File: src/rtl/pci_pkg.sv
// Shared PCI definitions: arbiter states, active-low levels,
// and the bus command codes decoded by the targets.
package pci_pkg;

    typedef enum logic [1:0] {
        ARB_GAP   = 2'd0,
        ARB_PARK  = 2'd1,
        ARB_GRANT = 2'd2
    } arb_state_e;

    localparam logic ASSERTED   = 1'b0;
    localparam logic DEASSERTED = 1'b1;

    localparam logic [3:0] CMD_MEM_READ      = 4'b0110;
    localparam logic [3:0] CMD_MEM_WRITE     = 4'b0111;
    localparam logic [3:0] CMD_MEM_READ_MULT = 4'b1100;
    localparam logic [3:0] CMD_MEM_READ_LINE = 4'b1110;
    localparam logic [3:0] CMD_MEM_WRITE_INV = 4'b1111;

endpackage

File: src/rtl/pci_rr_picker.sv
// Rotating priority encoder: first eligible request found
// searching cyclically from ptr+1 to ptr+N_MASTERS.
module pci_rr_picker #(
    parameter int N_MASTERS = 4,
    parameter int IDX_W     = $clog2(N_MASTERS)
) (
    input  logic [N_MASTERS-1:0] req_vec,
    input  logic [IDX_W-1:0]     ptr,
    input  logic [N_MASTERS-1:0] mask,
    output logic [IDX_W-1:0]     winner,
    output logic                 any_req
);

    logic [N_MASTERS-1:0] eligible;

    assign eligible = req_vec & ~mask;

    // Scan farthest-first so the nearest eligible index wins last
    always_comb begin
        winner  = '0;
        any_req = 1'b0;
        for (int i = N_MASTERS; i >= 1; i--) begin
            if (eligible[IDX_W'((int'(ptr) + i) % N_MASTERS)]) begin
                winner  = IDX_W'((int'(ptr) + i) % N_MASTERS);
                any_req = 1'b1;
            end
        end
    end

endmodule

File: src/rtl/pci_bus_arbiter.sv
// Round-robin PCI bus arbiter with idle turnaround and parking.
// Optional grant timeout: define PCI_ARB_TIMEOUT_EN.
module pci_bus_arbiter
    import pci_pkg::*;
#(
    parameter int N_MASTERS   = 4,
    parameter int PARK_MASTER = 0,
    parameter int IDX_W       = $clog2(N_MASTERS),
    parameter int TIMEOUT_CYC = 16
) (
    input  logic                 CLK,
    input  logic                 REST,
    input  logic [N_MASTERS-1:0] REQ,
    output logic [N_MASTERS-1:0] GNT,
    input  logic                 FRAME,
    input  logic                 IRDY,
    output logic [IDX_W-1:0]     OWNER,
    output logic                 OWNER_VALID,
    output logic                 BUS_IDLE
);

    localparam logic [IDX_W-1:0] PARK_IDX = IDX_W'(PARK_MASTER);
    localparam logic [IDX_W-1:0] LAST_IDX = IDX_W'(N_MASTERS - 1);

    arb_state_e           state_q, state_d;
    logic [N_MASTERS-1:0] gnt_q, gnt_d;
    logic [IDX_W-1:0]     owner_q, owner_d;
    logic [IDX_W-1:0]     rr_ptr_q, rr_ptr_d;
    logic                 valid_q, valid_d;
    logic                 started_q, started_d;
    logic                 idle_q;

    logic                 idle;
    logic [N_MASTERS-1:0] req_act;
    logic [N_MASTERS-1:0] own_mask, ptr_mask, pick_mask;
    logic [IDX_W-1:0]     pick_ptr, winner;
    logic                 any_req, own_req, other_req, rearb;
    logic                 go_gap, go_park, go_win;
    logic                 tmo_fire, skip_q;

    assign idle    = FRAME & IRDY;
    assign req_act = ~REQ;

    // In GRANT the search starts after the current owner
    assign pick_ptr = (state_q == ARB_GRANT) ? owner_q : rr_ptr_q;

    // One-hot views of the owner and of the search origin
    always_comb begin
        own_mask           = '0;
        own_mask[owner_q]  = 1'b1;
        ptr_mask           = '0;
        ptr_mask[pick_ptr] = 1'b1;
    end

    assign pick_mask = (tmo_fire || skip_q) ? ptr_mask : '0;
    assign own_req   = |(req_act & own_mask);
    assign other_req = |(req_act & ~own_mask);
    assign rearb     = (started_q && other_req) || !own_req || tmo_fire;

    pci_rr_picker #(
        .N_MASTERS(N_MASTERS),
        .IDX_W    (IDX_W)
    ) u_picker (
        .req_vec(req_act),
        .ptr    (pick_ptr),
        .mask   (pick_mask),
        .winner (winner),
        .any_req(any_req)
    );

    // Next-state, grant vector and owner bookkeeping
    always_comb begin
        state_d   = state_q;
        gnt_d     = gnt_q;
        owner_d   = owner_q;
        valid_d   = valid_q;
        rr_ptr_d  = rr_ptr_q;
        started_d = started_q;
        go_gap    = 1'b0;
        go_park   = 1'b0;
        go_win    = 1'b0;
        unique case (state_q)
            ARB_GAP: begin
                go_win  = any_req;
                go_park = !any_req;
            end
            ARB_PARK: begin
                started_d = 1'b0;
                if (any_req) begin
                    if (winner == PARK_IDX) state_d = ARB_GRANT;
                    else if (idle)          go_gap  = 1'b1;
                    else                    go_win  = 1'b1;
                end
            end
            ARB_GRANT: begin
                started_d = started_q | (FRAME == ASSERTED);
                if (rearb) begin
                    rr_ptr_d = owner_q;
                    go_gap   = idle;
                    go_win   = !idle && any_req;
                    go_park  = !idle && !any_req;
                end
            end
            default: go_gap = 1'b1;
        endcase
        if (go_gap) begin
            state_d   = ARB_GAP;
            gnt_d     = {N_MASTERS{DEASSERTED}};
            valid_d   = 1'b0;
            started_d = 1'b0;
        end else if (go_park) begin
            state_d         = ARB_PARK;
            gnt_d           = {N_MASTERS{DEASSERTED}};
            gnt_d[PARK_IDX] = ASSERTED;
            owner_d         = PARK_IDX;
            valid_d         = 1'b1;
            started_d       = 1'b0;
        end else if (go_win) begin
            state_d       = ARB_GRANT;
            gnt_d         = {N_MASTERS{DEASSERTED}};
            gnt_d[winner] = ASSERTED;
            owner_d       = winner;
            valid_d       = 1'b1;
            started_d     = 1'b0;
        end
    end

`ifdef PCI_ARB_TIMEOUT_EN
    logic [4:0] tmo_q, tmo_d;
    logic       tmo_run;

    assign tmo_run  = (state_q == ARB_GRANT) && !started_q && idle;
    assign tmo_fire = tmo_run && (tmo_q == 5'(TIMEOUT_CYC - 1));

    // Idle clocks spent by a granted master that has not started
    always_comb begin
        tmo_d = tmo_q;
        if ((state_q != ARB_GRANT) || (gnt_d != gnt_q)) tmo_d = '0;
        else if (tmo_run) tmo_d = tmo_q + 5'd1;
    end

    // Timeout counter and one-decision skip of the timed-out master
    always_ff @(posedge CLK) begin
        if (REST) begin
            tmo_q  <= '0;
            skip_q <= 1'b0;
        end else begin
            tmo_q  <= tmo_d;
            skip_q <= tmo_fire;
        end
    end
`else
    localparam int unused_tmo_cyc = TIMEOUT_CYC;
    assign tmo_fire = 1'b0;
    assign skip_q   = 1'b0;
`endif

    // Arbiter state and registered bus outputs
    always_ff @(posedge CLK) begin
        if (REST) begin
            state_q   <= ARB_GAP;
            gnt_q     <= {N_MASTERS{DEASSERTED}};
            owner_q   <= '0;
            valid_q   <= 1'b0;
            rr_ptr_q  <= LAST_IDX;
            started_q <= 1'b0;
            idle_q    <= 1'b1;
        end else begin
            state_q   <= state_d;
            gnt_q     <= gnt_d;
            owner_q   <= owner_d;
            valid_q   <= valid_d;
            rr_ptr_q  <= rr_ptr_d;
            started_q <= started_d;
            idle_q    <= idle;
        end
    end

    assign GNT         = gnt_q;
    assign OWNER       = owner_q;
    assign OWNER_VALID = valid_q;
    assign BUS_IDLE    = idle_q;

endmodule

File: config.mk
export PLATFORM = sky130hd
export DESIGN_NAME = pci_bus_arbiter
export DESIGN_NICKNAME = d
export VERILOG_FILES = /design/src/rtl/pci_pkg.sv /design/src/rtl/pci_rr_picker.sv /design/src/rtl/pci_bus_arbiter.sv
export SDC_FILE = /design/constraint.sdc
export NUM_CORES = 1
export LEC_CHECK = 0
export CORE_MARGIN = 3
export CORE_UTILIZATION = 45
export CTS_CLUSTER_DIAMETER = 30
export CTS_CLUSTER_SIZE = 24
export DETAILED_ROUTE_END_ITERATION = 7
export GPL_TIMING_DRIVEN = 0
export PLACE_DENSITY = 0.78
export SYNTH_ARGS = -nofsm -noshare
export SYNTH_HDL_FRONTEND = slang
export SYNTH_SLANG_ARGS = --single-unit
File: constraint.sdc
create_clock -name CLK -period 2.95 [get_ports CLK]
set_input_delay 0.7375 -clock CLK [delete_from_list [all_inputs] [get_ports CLK]]
set_output_delay 0.7375 -clock CLK [all_outputs]
set_load 0.05 [all_outputs]
# Word-level counts from Yosys, hierarchy flattened
# Index checks and enable logic that the tools add are counted.
[classes]
n_addsub = 4
n_lt_le_gt_ge = 8
eq_ne = 2
mux = 49
bitwise_logic = 9
n_reduce_logical = 28
[op_table]
columns = ["cell", "n"]
rows = [
  ["$mux W1", 28],
  ["$mux W2", 11],
  ["$lt A2 B4 Y1 const B", 4],
  ["$not A4 Y4", 3],
  ["$reduce_or A4 Y1", 3],
  ["$reduce_bool A2 Y1", 5],
  ["$reduce_bool A3 Y1", 3],
  ["$and A4 B4 Y4", 2],
  ["$bmux W1 S2", 4],
  ["$lt A2 B3 Y1 const B", 2],
  ["$pmux W1 S3", 2],
  ["$reduce_and A3 Y1", 2],
  ["$logic_and A1 B1 Y1", 5],
  ["$add A2 B1 Y2 const B", 2],
  ["$add A2 B2 Y2 const B", 2],
  ["$demux W1 S2", 2],
  ["$ge A2 B1 Y1 const B", 2],
  ["$logic_not A2 Y1", 2],
  ["$pmux W1 S2", 2],
  ["$reduce_and A2 Y1", 2],
  ["$logic_not A1 Y1", 3],
  ["$reduce_or A3 Y1", 1],
  ["$eq A2 B1 Y1 const B", 1],
  ["$eq A2 B2 Y1 const B", 1],
  ["other kinds (5)", 6],
]
[word_totals]
reg_bits = 13
in_bits = 8

# Longest topological paths before layout
# Gate-level depths: netlist of the first run.
[logic_depth]
ltp_word = 17
ltp_mapped = 9

# Cells and area by module
# Synthesis of the first run repeated with hierarchy kept, for this count alone.
[unflattened]
cells_unflattened = 116
area_unflattened_um2 = 987.2
[modules_own_cells]
columns = ["mod", "instances", "cells_each", "area_each_um2"]
rows = [
  ["pci_bus_arbiter", 1, 98, 863.3],
  ["pci_rr_picker", 1, 18, 123.9],
]

# Worst setup path before layout of the first run
# Ideal clock, no wire load.
[synth_path]
path_type = "in2reg"
from = "input port REQ[2]"
to = "register started_q"
arrival_time_ns = 2.415
required_ns = 2.850
setup_slack_ns = 0.435
path_stages = 7
path_cell_list = "buf_2 > mux4_2 > nand2_1 > o21ai_2 > o21a_1 > or3_4 > a2111oi_4"
[synth_between]
elab_chain_cells = 13
word_cells_on_any_way = 43
classes_between = "mux (30); bitwise (3); reduce/logical (10)"
[synth_rtl]
columns = ["element", "line", "source"]
rows = [
  ["from (decl)", "pci_bus_arbiter.sv:13", "input logic [N_MASTERS-1:0] REQ,"],
  ["$not A4 Y4 *", "pci_bus_arbiter.sv:42", "assign req_act = ~REQ;"],
  ["$bmux W1 S2", "pci_rr_picker.sv:23", "if (eligible[IDX_W'((int'(ptr) + i) % N_MASTERS)]) begin"],
  ["$mux W1 (implied by the code) (2 in a row)", "pci_rr_picker.sv:23", ""],
  ["$mux W2 or $mux W1 (tied branches) (4 in a row)", "pci_rr_picker.sv:23", ""],
  ["$logic_not A2 Y1 or $logic_not A1 Y1 (tied branches)", "pci_bus_arbiter.sv:90, pci_bus_arbiter.sv:85, pci_bus_arbiter.sv:101", ""],
  ["$mux W1 or $logic_and A1 B1 Y1 (tied branches)", "pci_bus_arbiter.sv:90, pci_bus_arbiter.sv:101", ""],
  ["$mux W1, on equally long branches", "pci_bus_arbiter.sv:89, pci_bus_arbiter.sv:97", ""],
  ["$pmux W1 S3 or $pmux W1 S2 (tied branches)", "pci_bus_arbiter.sv:82", "unique case (state_q)"],
  ["$reduce_or A4 Y1 (no line) *", "--", ""],
  ["to (signal assigned)", "pci_bus_arbiter.sv:174", "started_q <= started_d;"],
  ["to (decl)", "pci_bus_arbiter.sv:30", "logic started_q, started_d;"],
]
# Mark *: on every way between the ends. The rest lies on a longest branch, timed or not. The select of a mux whose other input is x is not followed.
# A chain may end at the register's enable or synchronous reset.

# Worst setup path after layout of the first run
[layout_path]
from = "input port REQ[3]"
to = "register started_q"
# Same word-level chain as after synthesis.

==> results by group, run 1 <==
Min path
  – Hold path depth: 2
  – Worst Hold Class: flip-flop to flip-flop
  – HP Start: OWNER_VALID

Critical path
  – Stages on worst setup path: 8
  – Crit. Startpoint: REQ[3]
  – Critical Path Fanout Max: 10
  – CP bufs+invs: 2
  – R2R Path Start: state_q[0]
  – Critical path class: primary input to flip-flop
  – Worst-case reg-to-reg path depth: 9
  – CP Capture Type: flip-flop
  – CP max stage cell: clkdlybuf4s50_1
  – CP max stage delay: 0.46 ns
  – Crit path max-delay family: compound AO/OA/AOI/OAI gates
  – Critical path arrival: just over 3 ns
  – Worst Path Required: roughly 3.1 ns
  – Worst path cell trace: clkdlybuf4s50_1 > buf_2 > nand2_1 > o32a_1 > and3_1 > o21a_1 > or3_4 > a2111oi_4
  – R2r setup slk: 0.33 ns
  – Worst setup SP type: primary input

Yosys
  – Synth area leader: dfxtp_1
  – Cell count after synthesis: 106
  – Async SR Flop Fraction: 0%
  – Post-synth top flop: dfxtp_1
  – Post-synthesis compound-gate area fraction: 28.4%
  – Cell area after synthesis: 920 µm²
  – Ranking of synthesized cells by area: dfxtp_1, ha_1, mux2i_1, nand2_1, o21ai_0
  – #FFs+latches synth: 13
  – Post-Synth XOR/XNOR Area: 0%
  – Seq/Total Area, Yosys: approximately 28%
  – Post-synth top cells: dfxtp_1, nand2_1, inv_1
  – Largest family of logic cells by synthesized area: compound AO/OA/AOI/OAI gates
  – Post-synth EDFFs: 0
  – Synth unique cells: 42
  – Post-Synth Adder-Cell Area: 5.44%
  – Simple-Gate Fraction of Synth Area: a little over a fifth
  – Syn. warnings: 0
  – Multiplexer area fraction after synthesis: 9.12%
  – Area share of the largest cell type after synthesis: between 20% and 30%
  – Post-Syn Nets: ~120
  – Count leader, synth: dfxtp_1
  – Syn_area_per_cell: 8.68 µm²

CTS
  – CTS tree: done
  – CTS clk-pin slew, worst paths: 0.08 ns
  – TritonCTS Buffers: 3
  – Number of H-tree levels: 1
  – Clk Latency, worst-skew pair: about 0.28 ns
  – Clk buf depth: 2
  – Clock Sinks: 13
  – Hold buffer count at cts: 0
  – Clock Tree Root: clkbuf_4

Pwr
  – Worst IR Drop VDD: 0.329 mV
  – Static leakage: 0.000428 µW
  – P per Cell Area: about 550 mW/mm²
  – Final total power: 625 µW

Placed design
  – Detail Placement HPWL: 1610 µm
  – GP Congestion: between 0.8 and 0.9
  – Cell Area, Placed: 0.00108 mm²
  – Port buffer count: 13

GRT
  – Largest net degree at the start of global routing: 11
  – Global-route wire length before repair: 3640 µm
  – GRT Overall Usage: 18.3%
  – Grt total ovfl: 0
  – Vias in the first global route: 811
  – Number of antenna violations at the first check in global routing: 0

Route
  – 1st-iter DRT viols: 16
  – Final WL: around 2200 µm
  – # DRC: 0
  – Vias/cell: 5.93
  – Routed Antenna Nets: 0
  – Drt first pass iters: 4
  – Routed length per instance: 14.7 µm
  – Vias: just under 900

Layout
  – Fin util: 62.1%
  – Post-route design area: ~0.0011 mm²
  – Final Net Count: 136
  – Area growth, synth to finish: 23.0%
  – Fillers: 168
  – Diode count: 0
  – Share of layout cells above drive strength 1: ~14%

STA
  – Final min period: ~2.9 ns
  – Max transition margin: 59.0%
  – Endpoints failing hold: 0
  – Setup-failing EPs final: 0
  – Final period util: 97.1%
  – Clock skew: 0.000350 ns
  – Maximum clock rate: 349 MHz
  – Slew Viols, Final: 0
  – Slew @ Worst Pin: 0.615 ns

Job
  – Max-cap violation count: 0

Floorplanning
  – Die Y: 51.2 µm
  – Die width: 51.2 µm
  – Cell Rows: 15
  – Die Area: 0.00262 mm²
  – IO Count: 16
  – Initial core utilization: 50.5%
  – Core region area: 0.00182 mm²

Status
  – Status: completed
sequential cells by signal, summed over array words and instances, names as in the netlist:
signal	count
BUS_IDLE	1
GNT	4
OWNER	2
OWNER_VALID	1
rr_ptr_q	2
started_q	1
state_q	2
per-stage QoR:
stage | instances | setup TNS, ns | worst slack, ns | hold slack (ns)
3_5_place_dp | 144 | -1.74 | -0.307 | 0.465
3_3_place_gp | 144 | -1.26 | -0.231 | 0.468
5_1_grt | 148 | -0.0136 | -0.0136 | 0.510
6_report | 148 | 0 | 0.0864 | 0.482
4_1_cts | 148 | 0 | 0.0739 | 0.484
2_1_floorplan | 106 | 0 | 0.435 | 0.481
timing repair:
item	in CTS	in global routing
endpoints found under the hold margin	0	0
setup endpoints to repair	2	3
pin swaps	0	0
gates resized for setup	1	4
setup buffers	0	0
cloned	0	0
where the power goes:
group / internal, µW / switching [µW] / total (µW) / leakage [µW]
combinational: 117 / 178 / 294 / 0.000306
sequential: 199 / 19.8 / 219 / 0.000107
clock: 52.5 / 59.4 / 112 / 0.0000150
total: 369 / 257 / 625 / 0.000428
metal layers:
metal | GRT usage, % | up-vias | wire [µm]
met2 | 30.3 | 18 | 1060
met1 | 23.1 | 424 | 972
met4 | 7.62 | 0 | 23
met3 | 3.21 | 2 | 111
li1 | - | 434 | -
met5 | 0 | - | 0
worst register-to-register path, delay by kind of cell, from the launching register on:
kind | cells | cell delay, ns
and+or+nand+nor | 2 | 0.61
muxes | 1 | 0.22
adders and majority gates | 1 | 0.21
DFF | 1 | 0.38
buffers and inverters | 2 | 0.27
AOI/OAI and AO/OA | 3 | 0.83
cells in the final DEF, fill, tap and decap left out, types with 2 or more instances in the layout:
master and n:
o21a_1 4, buf_2 4, and3_1 2, and2_1 2, nor2b_1 3, nand3_1 3, ha_1 4, nor2_1 3
dfxtp_1 13, mux2i_1 5, clkbuf_4 3, nor3b_1 2, nand4b_1 2, nand2_1 10, clkdlybuf4s50_1 13, o31ai_1 2
o311ai_0 3, nand2b_1 2, a21oi_1 3, inv_1 8, nor3_1 2, o21ai_0 6
path summary, 6_finish.rpt:
path                 endpoint
setup / recovery    started_q
hold / removal    OWNER_VALID
setup reg to reg    started_q
hold reg to reg   OWNER_VALID
logic make-up (layout without fill, tap and decap cells):
kind of cell,after synthesis,count (layout)
AOI/OAI and AO/OA,32,32
adders and majority gates,4,4
buffers and inverters,14,31
DFF,13,13
muxes,7,7
and+or+nand+nor,36,36
final cells by class:
cell class	count	area [µm²]	area share, %
multi-input cells	79	617	54.5
flip-flops and latches	13	260	23.0
repair buffers	13	130	11.5
well taps	25	31.3	2.77
clock buffers	4	26.3	2.32
plain buffers	6	36.3	3.21
inverters	8	30.0	2.65
Note: power is estimated with default switching activity, not from simulation.
==> run 2, diff against run 1 <==
--- a/config.mk
+++ b/config.mk
@@ -5,12 +5,14 @@
 export SDC_FILE = /design/constraint.sdc
 export NUM_CORES = 1
 export LEC_CHECK = 0
+export ABC_CLOCK_PERIOD_IN_PS = 2950
 export CORE_MARGIN = 3
 export CORE_UTILIZATION = 45
 export CTS_CLUSTER_DIAMETER = 30
 export CTS_CLUSTER_SIZE = 24
 export DETAILED_ROUTE_END_ITERATION = 7
 export GPL_TIMING_DRIVEN = 0
+export HOLD_SLACK_MARGIN = 0.1
 export PLACE_DENSITY = 0.78
 export SYNTH_ARGS = -nofsm -noshare
 export SYNTH_HDL_FRONTEND = slang
==> results of run 2 <==
Final layout, timing and power as in run 1 (identical DEF).
==> run 3, diff against run 2 <==
--- a/config.mk
+++ b/config.mk
@@ -5,15 +5,17 @@
 export SDC_FILE = /design/constraint.sdc
 export NUM_CORES = 1
 export LEC_CHECK = 0
+export ABC_AREA = 0
 export ABC_CLOCK_PERIOD_IN_PS = 2950
-export CORE_MARGIN = 3
-export CORE_UTILIZATION = 45
+export CELL_PAD_IN_SITES_DETAIL_PLACEMENT = 0
+export CELL_PAD_IN_SITES_GLOBAL_PLACEMENT = 1
+export CORE_UTILIZATION = 38
 export CTS_CLUSTER_DIAMETER = 30
 export CTS_CLUSTER_SIZE = 24
 export DETAILED_ROUTE_END_ITERATION = 7
 export GPL_TIMING_DRIVEN = 0
 export HOLD_SLACK_MARGIN = 0.1
-export PLACE_DENSITY = 0.78
+export PLACE_DENSITY = 0.85
 export SYNTH_ARGS = -nofsm -noshare
 export SYNTH_HDL_FRONTEND = slang
 export SYNTH_SLANG_ARGS = --single-unit
==> results by group, run 3 (synthesis gave the netlist of run 1 again) <==
Route
  – Final WL: 2070 µm (was 2170 µm)
  – Drt first pass iters: 4 (unchanged)
  – Vias/cell: 5.77 (was 5.93)
  – Vias: 872 (was 878)
  – Routed length per instance: 13.7 µm (was 14.7 µm)
  – # DRC: 0 (unchanged)
  – Routed Antenna Nets: 0 (unchanged)
  – 1st-iter DRT viols: 25 (was 16)

GRT
  – Global-route wire length before repair: 3590 µm (was 3640 µm)
  – Largest net degree at the start of global routing: 11 (unchanged)
  – Number of antenna violations at the first check in global routing: 0 (unchanged)
  – GRT Overall Usage: 17.7% (was 18.3%)
  – Vias in the first global route: 808 (was 811)
  – Grt total ovfl: 0 (unchanged)

STA
  – Setup-failing EPs final: 0 (unchanged)
  – Max transition margin: 63.9% (was 59.0%)
  – Final period util: 97.4% (was 97.1%)
  – Slew @ Worst Pin: 0.542 ns (was 0.615 ns)
  – Slew Viols, Final: 0 (unchanged)
  – Unrepaired setup endpoints after global routing: false
  – Clock skew: 0.00325 ns (was 0.000350 ns)
  – Final min period: 2.87 ns (was 2.86 ns)
  – Maximum clock rate: 348 MHz (was 349 MHz)
  – Fin Setup TNS: 0 ns (unchanged)
  – Endpoints failing hold: 0 (unchanged)

CTS
  – Number of H-tree levels: 1 (unchanged)
  – Clock Sinks: 13 (unchanged)
  – Hold buffer count at cts: 0 (unchanged)
  – CTS tree: done (unchanged)
  – Clk Latency, worst-skew pair: 0.27 ns (was 0.28 ns)
  – CTS clk-pin slew, worst paths: 0.08 ns (about the same)
  – Clock Tree Root: clkbuf_4 (unchanged)
  – TritonCTS Buffers: 3 (unchanged)
  – Clk buf depth: 2 (unchanged)
  – # Post-CTS Setup Buffers: 0 (unchanged)

Min path
  – Hold path depth: 2 (unchanged)
  – HP Start: OWNER_VALID (unchanged)
  – Hold EP: OWNER_VALID (unchanged)
  – Worst Hold Class: flip-flop to flip-flop (unchanged)

Pwr
  – Final total power: 616 µW (was 625 µW)
  – P per Cell Area: 546 mW/mm² (was 553 mW/mm²)
  – Worst IR Drop VDD: 0.326 mV (was 0.329 mV)
  – Static leakage: 0.000428 µW (about the same)

Layout
  – Final cell count without fillers: 151 (was 148)
  – Area growth, synth to finish: 22.7% (was 23.0%)
  – Max FFs per register: 4 (unchanged)
  – Post-route design area: 0.00113 mm² (about the same)
  – Final Net Count: 136 (unchanged)
  – Share of layout cells above drive strength 1: 13.8% (unchanged)
  – Diode count: 0 (unchanged)
  – Most frequent cells in the layout: dfxtp_1, clkdlybuf4s50_1, nand2_1 (unchanged)

Floorplanning
  – IO Count: 16 (unchanged)
  – Initial core utilization: 40.8% (was 50.5%)
  – Die width: 51.2 µm (about the same)
  – Die Y: 51.2 µm (about the same)
  – Die Area: 0.00262 mm² (about the same)
  – Core region area: 0.00225 mm² (was 0.00182 mm²)
  – Cell Rows: 17 (was 15)

Critical path
  – Critical path arrival: 3.04 ns (was 3.05 ns)
  – R2R Path Start: state_q[0] (unchanged)
  – Critical Path Fanout Max: 10 (unchanged)
  – Worst setup SP type: primary input (unchanged)
  – Critical path class: primary input to flip-flop (unchanged)
  – R2r setup slk: 0.36 ns (was 0.33 ns)
  – Worst-case reg-to-reg path depth: 9 (unchanged)
  – CP Capture Type: flip-flop (unchanged)
  – Worst Path Required: 3.12 ns (was 3.13 ns)
  – FF-to-FF End: started_q (unchanged)

Status
  – Status: completed (unchanged)

Placed design
  – Dpl cells: 147 (was 144)
  – Port buffer count: 13 (unchanged)
  – Detail Placement HPWL: 1530 µm (was 1610 µm)
  – GP Congestion: 0.758 (was 0.817)
  – Cell Area, Placed: 0.00108 mm² (about the same)

Job
  – Max-cap violation count: 0 (unchanged)
==> run 3: cell types whose count changed in the layout (fill, tap and decap cells not counted) <==
cell	change
a31oi_2	+1
a31oi_4	-1
buf_2	-1
clkbuf_4	+1
==> run 3: worst max path at each step <==
stage	start	to	slack, ns	cells after the start
finish	REQ[3]	started_q	0.08	8
global route	REQ[3]	started_q	0.01	8
detailed placement	REQ[3]	GNT[3]	-0.32	8
floorplan	REQ[2]	started_q	0.44	7
global placement	REQ[3]	GNT[2]	-0.28	8
CTS	REQ[3]	started_q	0.04	8
==> run 3: timing repair <==
item / 4_1_cts / 5_1_grt
gates cloned: 0 / 0
gates resized for setup: 1 / 4
endpoints found under the setup margin: 3 / 9
hold endpoints to repair: 0 / 0
==> run 3: power breakdown <==
| group | switching, µW | leakage (µW) | internal [µW] |
|---|---|---|---|
| Combinational | 174 | 0.000306 | 115 |
| Sequential | 19.5 | 0.000107 | 199 |
| Clock | 56.2 | 0.0000150 | 52.2 |
==> run 3: worst max-delay path, cell delays in order <==
cell and delay, ns:
clkdlybuf4s50_1 0.48, clkbuf_4 0.20, nand2_1 0.08, o32a_1 0.38, and3_1 0.22, o21a_1 0.24
or3_4 0.38, a2111oi_4 0.33
==> run 3: area by class of cell <==
class                           count  area [µm²]
Sequential cell                    13         260
Clock buffer                        4        26.3
Tap cell                           28        35.0
Multi-Input combinational cell     79         608
Buffer                              6        38.8
Inverter                            8        30.0
Timing Repair Buffer               13         130
Fill cell                         235        1130
==> run 3: layer usage <==
| layer | GRT usage (%) | wire length [µm] |
|---|---|---|
| met5 | 0 | 0 |
| met3 | 2.68 | 81 |
| met4 | 4.17 | 14 |
| met2 | 28.3 | 940 |
| met1 | 24.9 | 1030 |
==> run 3: per-stage QoR <==
step	setup slack [ns]	util [%]	hold WS, ns
final	0.0781	50.1	0.484
after global routing	0.00989	50.1	0.524
after CTS	0.0438	49.6	0.498
after detailed placement	-0.321	48.1	0.478
after floorplan	0.435	-	0.481
after global placement	-0.279	48.1	0.468
